==> src/rtl/mono_pulse_timer_pkg.sv <==
// Shared types and constants for the mono_pulse_timer monostable engine.
package mono_pkg;

    typedef enum logic {
        IDLE  = 1'b0,
        PULSE = 1'b1
    } state_t;

    // Inactive pin levels, used as synchronizer presets so reset looks like an idle socket
    localparam logic NA_IDLE = 1'b1;
    localparam logic B_IDLE  = 1'b0;
    localparam logic NR_IDLE = 1'b1;

    localparam int DEF_CNT_W = 16;

endpackage

==> src/rtl/mono_pulse_timer_sync_ff.sv <==
// Single-bit multi-flop synchronizer with a configurable preset value.
module sync_ff #(
    parameter int   STAGES  = 2,
    parameter logic RST_VAL = 1'b0
) (
    input  logic clk,
    input  logic rst,
    input  logic d,
    output logic q
);

    logic [STAGES-1:0] sync_p;

    always_ff @(posedge clk or posedge rst) begin
        if (rst) begin
            sync_p <= {STAGES{RST_VAL}};
        end else begin
            sync_p <= {sync_p[STAGES-2:0], d};
        end
    end

    assign q = sync_p[STAGES-1];

endmodule

==> src/rtl/mono_pulse_timer.sv <==
// HC221-style monostable: synchronized nA/B/nR trigger, programmable Q width in clk cycles.
// Define MONO_RETRIGGER_EN for HC123-style retriggering (trigger during a pulse reloads the count).
module mono_pulse_timer
    import mono_pkg::*;
#(
    parameter int SYNC_STAGES = 2,
    parameter int CNT_W       = DEF_CNT_W
) (
    input  logic             clk,
    input  logic             rst,
    input  logic             nA_in,
    input  logic             B_in,
    input  logic             nR_in,
    input  logic [CNT_W-1:0] pulse_len,
    output logic             Q,
    output logic             nQ,
    output logic             done
);

    localparam int FILL_W = $clog2(SYNC_STAGES + 1);

    function automatic logic [CNT_W-1:0] clamp_len(input logic [CNT_W-1:0] len);
        return (len == '0) ? CNT_W'(1) : len;
    endfunction

    logic na_s;
    logic b_s;
    logic nr_s;

    sync_ff #(.STAGES(SYNC_STAGES), .RST_VAL(NA_IDLE)) u_sync_na (
        .clk (clk),
        .rst (rst),
        .d   (nA_in),
        .q   (na_s)
    );

    sync_ff #(.STAGES(SYNC_STAGES), .RST_VAL(B_IDLE)) u_sync_b (
        .clk (clk),
        .rst (rst),
        .d   (B_in),
        .q   (b_s)
    );

    sync_ff #(.STAGES(SYNC_STAGES), .RST_VAL(NR_IDLE)) u_sync_nr (
        .clk (clk),
        .rst (rst),
        .d   (nR_in),
        .q   (nr_s)
    );

    logic [FILL_W-1:0] fill_cnt;
    logic              primed;
    logic              trig_lvl;
    logic              trig_lvl_p1;
    logic              trig;
    logic              retrig;

    assign primed   = (fill_cnt == FILL_W'(SYNC_STAGES));
    assign trig_lvl = ~na_s & b_s & nr_s;
    assign trig     = trig_lvl & ~trig_lvl_p1;

    // Stage p1: until the sync chains hold real pin values, pretend the trigger level was
    // already active so a level held through reset cannot produce an edge.
    always_ff @(posedge clk or posedge rst) begin
        if (rst) begin
            fill_cnt    <= '0;
            trig_lvl_p1 <= 1'b0;
        end else begin
            if (!primed) begin
                fill_cnt <= fill_cnt + FILL_W'(1);
            end
            trig_lvl_p1 <= primed ? trig_lvl : 1'b1;
        end
    end

`ifdef MONO_RETRIGGER_EN
    assign retrig = trig;
`else
    assign retrig = 1'b0;
`endif

    state_t           state;
    state_t           state_n;
    logic [CNT_W-1:0] count;
    logic [CNT_W-1:0] count_n;
    logic             done_r;
    logic             done_n;

    always_ff @(posedge clk or posedge rst) begin
        if (rst) begin
            state  <= IDLE;
            count  <= '0;
            done_r <= 1'b0;
        end else begin
            state  <= state_n;
            count  <= count_n;
            done_r <= done_n;
        end
    end

    // Clear outranks both a natural end and any trigger in the same cycle
    always_comb begin
        state_n = state;
        count_n = count;
        done_n  = 1'b0;
        if (!nr_s) begin
            state_n = IDLE;
            count_n = '0;
        end else begin
            case (state)
                IDLE: begin
                    if (trig) begin
                        state_n = PULSE;
                        count_n = clamp_len(pulse_len);
                    end
                end
                PULSE: begin
                    if (retrig) begin
                        count_n = clamp_len(pulse_len);
                    end else if (count == CNT_W'(1)) begin
                        state_n = IDLE;
                        count_n = '0;
                        done_n  = 1'b1;
                    end else begin
                        count_n = count - CNT_W'(1);
                    end
                end
                default: begin
                    state_n = IDLE;
                    count_n = '0;
                end
            endcase
        end
    end

    assign Q    = (state == PULSE);
    assign nQ   = ~Q;
    assign done = done_r;

endmodule

==> config.mk <==
export PLATFORM = sky130hd
export DESIGN_NAME = mono_pulse_timer
export DESIGN_NICKNAME = d
export VERILOG_FILES = /design/src/rtl/mono_pulse_timer_pkg.sv /design/src/rtl/mono_pulse_timer_sync_ff.sv /design/src/rtl/mono_pulse_timer.sv
export SDC_FILE = /design/constraint.sdc
export NUM_CORES = 1
export LEC_CHECK = 0
export CORE_ASPECT_RATIO = 1.4
export CORE_MARGIN = 5
export CORE_UTILIZATION = 45
export CTS_CLUSTER_DIAMETER = 120
export DETAILED_ROUTE_END_ITERATION = 8
export GPL_TIMING_DRIVEN = 0
export MAX_ROUTING_LAYER = met4
export PLACE_DENSITY = 0.69
export SKIP_CTS_REPAIR_TIMING = 1
export SLEW_MARGIN = 10
export SYNTH_ARGS = -nofsm -noshare
export SYNTH_HDL_FRONTEND = slang
export SYNTH_SLANG_ARGS = --single-unit
==> constraint.sdc <==
create_clock -name clk -period 3.7 [get_ports clk]
set_input_delay 0.74 -clock clk [delete_from_list [all_inputs] [get_ports clk]]
set_output_delay 0.74 -clock clk [all_outputs]
set_load 0.02 [all_outputs]
==> flow_summary.yaml, run 1 <==
min_path:
  hold_class: "register to register"
  min_path_cells: 0
timing:
  relSlewSlack_pct: 32.2
  fin_crit_ps: 2780
  timing.final.crit_share_pct: 75.2
  final_max_slew_viol_count: 0
  fmax_ghz: 0.360
  finClkSkew_ps: 1.10
  timing.hold.ws_ps: 356
  worst_pin_slew_ps: 1020
  rsz0062_at_grt: "false"
  tns_ps: 0
  hold_viol_final: 0
  setup_violations: 0
cts:
  cts.sinks: 27
  cts_buffer_depth: 2
  htreeDepth: 1
  clk_latency_ps: 270
  cts_root_buffer: "clkbuf_8"
  numCtsBuffers: 3
  path_clk_slew_ps: 90
  cts_tree: "yes"
finish:
  fin_util_pct: 57.3
  nNetsFinal: 202
  layout-drive-gt1-share_pct: 8.47
  diodes: 0
  multi_input_area_um2: 713
  layout_common_cells: "dfrtp_1, clkdlybuf4s50_1, nand2_1"
  fill_cells: 298
  syn_to_final_growth_pct: 22.1
  seq_area_um2: 681
placement:
  portBuffers: 23
  place.gp.congestion: 0.944
  hpwl_mm: 2.87
power_and_ir_drop:
  vdd_ir_drop_max_v: 0.000279
  leakagePower_nw: 0.760
  powerDensity_nw_per_um2: 393
worst_setup_path:
  cp-end-kind: "output pin"
  critPathMaxFanout: 10
  crit_path_start_kind: "register"
  crit_arrival_ps: 2040
  worst-setup-path-type: "register to output pin"
  ff2ff_path_depth: 6
  worstPathRequired_ps: 2960
synth:
  ys.warnings.count: 0
  synth_edf_count: 0
  synthTopCellsByArea: "dfrtp_1, dfstp_2, nand2_1"
  synth_seq_area_share_pct: 46.4
  synth_seq_cells: 27
  syn_avg_cell_area_um2: 9.78
  ys_async_sr_fraction_pct: 100
  ys.flop_type: "dfrtp_1"
  ys_types: 43
  yosys.area.top_type_share_pct: 39.2
  syn_area_um2: 1470
  synthDominantAreaCellType: "dfrtp_1"
  syn-num-nets: 174
  synth_cells: 150
global_routing:
  grt_pass1_vias: 1360
  grt-ovfl-total: 0
  grt_max_degree: 28
  grt_first_pass_wirelength_mm: 6.73
  track_usage_pct: 19.6
  antenna_found_initial: 0
floorplan:
  dieArea_um2: 4520
  start_util_pct: 47.0
  core_um2: 3120
  die_x_um: 58.2
  num_io_pins: 24
  rows: 24
  die_h_um: 77.5
flow_run:
  drv_cap: 0
drt:
  drt-met1-wl_mm: 1.57
  vias: 1309
  wl_per_cell_um: 17.9
  ant_nets: 0
  postRouteWirelength_mm: 3.86
  routed-wl-met3_um: 184
  top_layer: "met4"
  drc: 0
  wl_met2_mm: 2.03
  detailedRoute.firstPassIterationCount: 4
  drtIter0Drc: 64
  vias_per_cell: 6.06
run_status:
  outcome: "completed"
==> logic make-up after synthesis <==
family	share of synthesized area (%)
muxes	2.05
buffers and inverters	4.95
AOI/OAI and AO/OA	20.3
and+or+nand+nor	20.7
adders and majority gates	2.56
DFF	46.4
xor gates and xnor gates	2.99
==> layout make-up <==
cell class	count	share of cell area (%)
flip-flops and latches	27	38.0
clock buffers	4	2.52
multi-input cells	105	39.8
inverters	10	2.24
plain buffers	8	1.82
well taps	39	2.73
repair buffers	23	12.9
==> Yosys cell counts, types with 2 or more instances <==
cell,count
dfrtp_1,23
nand2_1,12
inv_1,9
a21oi_1,8
nor3_1,7
clkbuf_1,6
nor2_1,6
o21ai_0,6
o22ai_1,6
and3_1,5
dfstp_2,4
o21ai_1,4
or4_1,4
ha_1,3
mux2i_1,3
nand3_1,3
nor4_1,3
o31ai_1,3
xnor2_1,3
a22o_1,2
a31oi_1,2
a32oi_1,2
buf_2,2
nand3b_1,2
o41ai_1,2
or3_1,2
xor2_1,2
==> power breakdown <==
group	internal [mW]	leakage (nW)	switching, mW
sequential	0.316	0.344	0.0219
combinational	0.0845	0.393	0.112
clock	0.0773	0.0228	0.0916
==> metal layers <==
metal	GRT usage, %	vias up
li1	-	616
met3	2.16	9
met1	22.7	635
met5	-	-
met2	34.0	49
met4	7.42	0
==> worst max-delay path: stages, from the launching register on <==
cell             delay (ps)
dfrtp_1                 450
inv_1                   210
clkbuf_1                410
clkdlybuf4s50_1         690
==> sequential cells by signal, summed over array words and instances, names as in the netlist <==
register / flops
fill_cnt: 2
u_sync_na.sync_p: 2
u_sync_nr.sync_p: 2
trig_lvl_p1: 1
count: 16
u_sync_b.sync_p: 2
done: 1
Q: 1
==> per-stage QoR <==
| stage | instance area (um2) | std cells | worst slack, ps | power, mW |
|---|---|---|---|---|
| 5_1_grt | 1790 | 216 | 840 | 0.746 |
| 3_3_place_gp | 1750 | 212 | 1130 | 0.535 |
| 2_1_floorplan | 1470 | 150 | 1510 | 0.473 |
| 3_5_place_dp | 1750 | 212 | 1200 | 0.538 |
| 6_report | 1790 | 216 | 919 | 0.704 |
| 4_1_cts | 1790 | 216 | 940 | 0.705 |
==> final timing paths <==
check                                     endpoint  slack (ps)                from
worst min register to register  u_sync_b.sync_p[1]         360  u_sync_b.sync_p[0]
worst max-delay path                            nQ         920                   Q
worst min-delay path            u_sync_b.sync_p[1]         360  u_sync_b.sync_p[0]
min in group asynchronous                 count[7]        1000                 rst
worst max register to register           count[12]        1220            count[2]
max in group asynchronous                        Q        2090                 rst
Note: power is estimated with default switching activity, not from simulation.
==> run 2, diff against run 1 <==
PLACE_DENSITY = 0.72   (was 0.69)
clock period = 2.5 ns   (was 3.7 ns; I/O delays follow)
==> flow_summary.yaml, run 2 (synthesized netlist as in run 1, its figures left out) <==
run_status:
  outcome: "completed"
global_routing:
  grtUsageMet2_pct: 32.6
  grt-ovfl-total: 0
  grt_first_pass_wirelength_mm: 6.80
  grt_pass1_vias: 1465
  use_met1_pct: 21.8
  antenna_found_initial: 0
  track_usage_pct: 19.9
  grt_max_degree: 28
  busiest_layer: "met2"
  met3_usage_pct: 4.32
power_and_ir_drop:
  swShare_pct: 32.1
  seqPwrFrac_pct: 46.9
  power_mw: 1.07
  powerDensity_nw_per_um2: 584
  power.share.clock_pct: 23.0
  p_switching_mw: 0.344
  leakagePower_nw: 0.778
  vdd_ir_drop_max_v: 0.000590
  p_comb_share_pct: 30.1
  internal-power_mw: 0.728
worst_setup_path:
  critPathLaunch: "count[8]"
  worst-setup-path-type: "register to register"
  crit_arrival_ps: 2610
  worstPathRequired_ps: 2670
  r2r-start: "count[8]"
  crit_path_start_kind: "register"
  cp-end-kind: "register"
  critPathMaxFanout: 6
timing:
  worst_pin_slew_ps: 978
  finClkSkew_ps: 9.94
  tns_ps: 0
  final_max_slew_viol_count: 0
  hold_viol_final: 0
  timing.final.crit_share_pct: 97.8
  fmax_ghz: 0.409
  setup_violations: 0
  timing.hold.ws_ps: 358
  fin_crit_ps: 2450
  relSlewSlack_pct: 34.7
floorplan:
  dieArea_um2: 4520
  die_h_um: 77.5
  start_util_pct: 47.0
  rows: 24
  core_um2: 3120
  num_io_pins: 24
  die_x_um: 58.2
drt:
  detailedRoute.firstPassIterationCount: 4
  postRouteWirelength_mm: 3.87
  ant_nets: 0
  drc: 0
  vias: 1331
  drtIter0Drc: 70
  wl_per_cell_um: 17.8
  vias_per_cell: 6.13
cts:
  clk_latency_ps: 270
  numCtsBuffers: 3
  path_clk_slew_ps: 90
  cts.sinks: 27
  htreeDepth: 1
  cts_buffer_depth: 2
  cts_tree: "yes"
  cts_root_buffer: "clkbuf_8"
min_path:
  hold_class: "register to register"
  hp-start: "u_sync_b.sync_p[0]"
placement:
  place.gp.congestion: 0.948
  hpwl_mm: 2.85
  portBuffers: 23
  dpl-instance-area_um2: 1750
finish:
  diodes: 0
  fin_util_pct: 58.8
  nNetsFinal: 203
  layout-drive-gt1-share_pct: 11.2
  syn_to_final_growth_pct: 25.3
  layout_common_cells: "dfrtp_1, clkdlybuf4s50_1, nand2_1"
  stdcell_area_um2: 1840
  top_register: "count"
  largest_reg_flops: 16
flow_run:
  drv_cap: 0
run 2: cell count changes in the layout (fill, tap and decap cells not counted), sizes merged:
cell / change
clkbuf: -1
buf: +2
run 2: through the flow:
step	setup WS, ps	instances
5_1_grt	-11.4	217
3_5_place_dp	82.4	212
6_report	54.9	217
3_3_place_gp	97.2	212
2_1_floorplan	308	150
4_1_cts	6.27	216
run 2: path summary, 6_finish.rpt:
path | end | slack (ps) | depth (start not counted)
max in group asynchronous | count[2] | 1150 | 2
setup reg to reg | count[9] | 50 | 5
hold reg to reg | u_sync_b.sync_p[1] | 360 | 0
hold / removal | u_sync_b.sync_p[1] | 360 | 0
min in group asynchronous | count[3] | 750 | 2
setup / recovery | count[9] | 50 | 5
run 2: per-layer routing:
layer / routed length [um] / part of all wire (%)
met5: 0 / 0
met4: 131 / 3.4
met3: 223 / 5.8
met2: 1970 / 51
met1: 1550 / 40
run 2: worst max-delay path: stages, from the launching register on:
cell and delay, ps:
dfrtp_1 430, or4_1 670, nor4_4 400, nand3_1 160, a2111o_1 430, a32o_1 260
run 2: power by group through the flow:
stage,Clock (mW),Combinational [mW],Sequential [mW]
after CTS,0.248,0.293,0.500
after detailed placement,0,0.291,0.508
final,0.247,0.323,0.503
after global routing,0.269,0.356,0.508
after global placement,0,0.285,0.506
after floorplan,0,0.199,0.501
run 2: final cells by class:
cell class | count | area [um2]
fill | 287 | 1290
multi-input combinational | 105 | 742
sequential | 27 | 681
timing repair buffer | 26 | 253
tap | 39 | 48.8
clock buffer | 4 | 45.0
inverter | 10 | 40.0
buffer | 6 | 27.5
==> run 3, diff against run 2 <==
PLACE_DENSITY = 0.73   (was 0.72)
==> flow_summary.yaml, run 3 (synthesized netlist as in run 1, its figures left out) <==
timing:
  final_max_slew_viol_count: 0
  timing.final.crit_share_pct: 96.5
  hold_viol_final: 0
  timing.hold.ws_ps: 357
  worst_pin_slew_ps: 989
  finClkSkew_ps: 4.70
  relSlewSlack_pct: 34.0
  fin_ws_ps: 88.3
  fmax_ghz: 0.415
  fin_crit_ps: 2410
  setup_violations: 0
global_routing:
  grt_pass1_vias: 1351
  grt_first_pass_wirelength_mm: 6.31
  grt-ovfl-total: 0
  grt_max_degree: 28
  antenna_found_initial: 0
  track_usage_pct: 18.5
floorplan:
  die_x_um: 58.2
  die_h_um: 77.5
  num_io_pins: 24
  start_util_pct: 47.0
  rows: 24
  core_um2: 3120
  dieArea_um2: 4520
cts:
  htreeDepth: 1
  path_clk_slew_ps: 90
  numCtsBuffers: 3
  cts_root_buffer: "clkbuf_8"
  cts_buffer_depth: 2
  clk_latency_ps: 280
  cts.sinks: 27
  cts_tree: "yes"
finish:
  fin_util_pct: 57.7
  multi_input_area_um2: 722
  seq_area_um2: 681
  diodes: 0
  fill_cells: 273
  fin_cells: 215
  largest_reg_flops: 16
  top_register: "count"
  syn_to_final_growth_pct: 23.0
  nNetsFinal: 201
  layout_common_cells: "dfrtp_1, clkdlybuf4s50_1, nand2_1"
  layout-drive-gt1-share_pct: 9.66
drt:
  wl_per_cell_um: 17.5
  ant_nets: 0
  vias: 1327
  detailedRoute.firstPassIterationCount: 4
  drc: 0
  vias_per_cell: 6.17
  postRouteWirelength_mm: 3.75
  drtIter0Drc: 48
placement:
  placedCellCount: 212
  pre_cts_ws_ps: 72.4
  hpwl_mm: 2.82
  portBuffers: 23
  place.gp.congestion: 0.947
power_and_ir_drop:
  power.share.clock_pct: 24.2
  swShare_pct: 32.4
  seqPwrFrac_pct: 48.0
  p_switching_mw: 0.338
  p_comb_share_pct: 27.8
  powerDensity_nw_per_um2: 579
  leakagePower_nw: 0.768
  vdd_ir_drop_max_v: 0.000396
  power_mw: 1.04
  internal-power_mw: 0.707
worst_setup_path:
  crit_arrival_ps: 2560
  worstPathRequired_ps: 2650
  critPathMaxFanout: 8
  cp-end-kind: "register"
  worst-setup-path-type: "register to register"
  crit_path_start_kind: "register"
min_path:
  hold_class: "register to register"
flow_run:
  drv_cap: 0
run_status:
  outcome: "completed"
[run 3: cell types whose count changed in the layout (fill, tap and decap cells not counted)]
cell and delta:
a31oi_1 +1, a31oi_2 -1, clkbuf_1 -1, buf_4 -2, clkinv_2 +1, nor3_1 +1
nor4_4 -1, nor3_2 -1, nor4_2 +1
[run 3: metrics by stage]
step / cell area (um2) / TNS, ps
after floorplan: 1470 / 0
after global placement: 1750 / 0
after detailed placement: 1750 / 0
after CTS: 1790 / -11.1
after global routing: 1800 / -0.180
final: 1800 / 0
[run 3: cell type report]
class,count,area share [%]
tap,39,2.71
inverter,10,2.22
clock buffer,3,2.29
clock inverter,1,0.278
sequential,27,37.8
buffer,6,1.53
timing repair buffer,24,13.2
multi-input combinational,105,40.0
[run 3: final timing paths]
check / start / endpoint / slack (ps) / cells past startpoint
max: count[2] / count[8] / 90 / 7
min: u_sync_b.sync_p[0] / u_sync_b.sync_p[1] / 360 / 0
max reg2reg: count[2] / count[8] / 90 / 7
min reg2reg: u_sync_b.sync_p[0] / u_sync_b.sync_p[1] / 360 / 0
max in group asynchronous: rst / count[6] / 1150 / 2
min in group asynchronous: rst / count[7] / 740 / 2
[run 3: power by group through the flow]
stage	registers [mW]	clock network, mW	logic, mW
6_report	0.501	0.253	0.291
5_1_grt	0.505	0.277	0.323
4_1_cts	0.500	0.261	0.290
3_5_place_dp	0.509	0	0.286
3_3_place_gp	0.505	0	0.285
2_1_floorplan	0.501	0	0.199
[run 3: layer usage]
metal	wire, um	GRT usage, %	share of wire, %
met1	1510	20.1	40
met2	1940	31.7	52
met3	173	2.99	4.6
met4	127	9.74	3.4
met5	0	-	0
[run 3: critical path: stages, from the launching register on]
cell and delay (ps):
dfrtp_1 420, or4_1 520, buf_2 190, or4_4 540
o211ai_4 170, inv_4 100, a21oi_4 220, o22ai_1 120
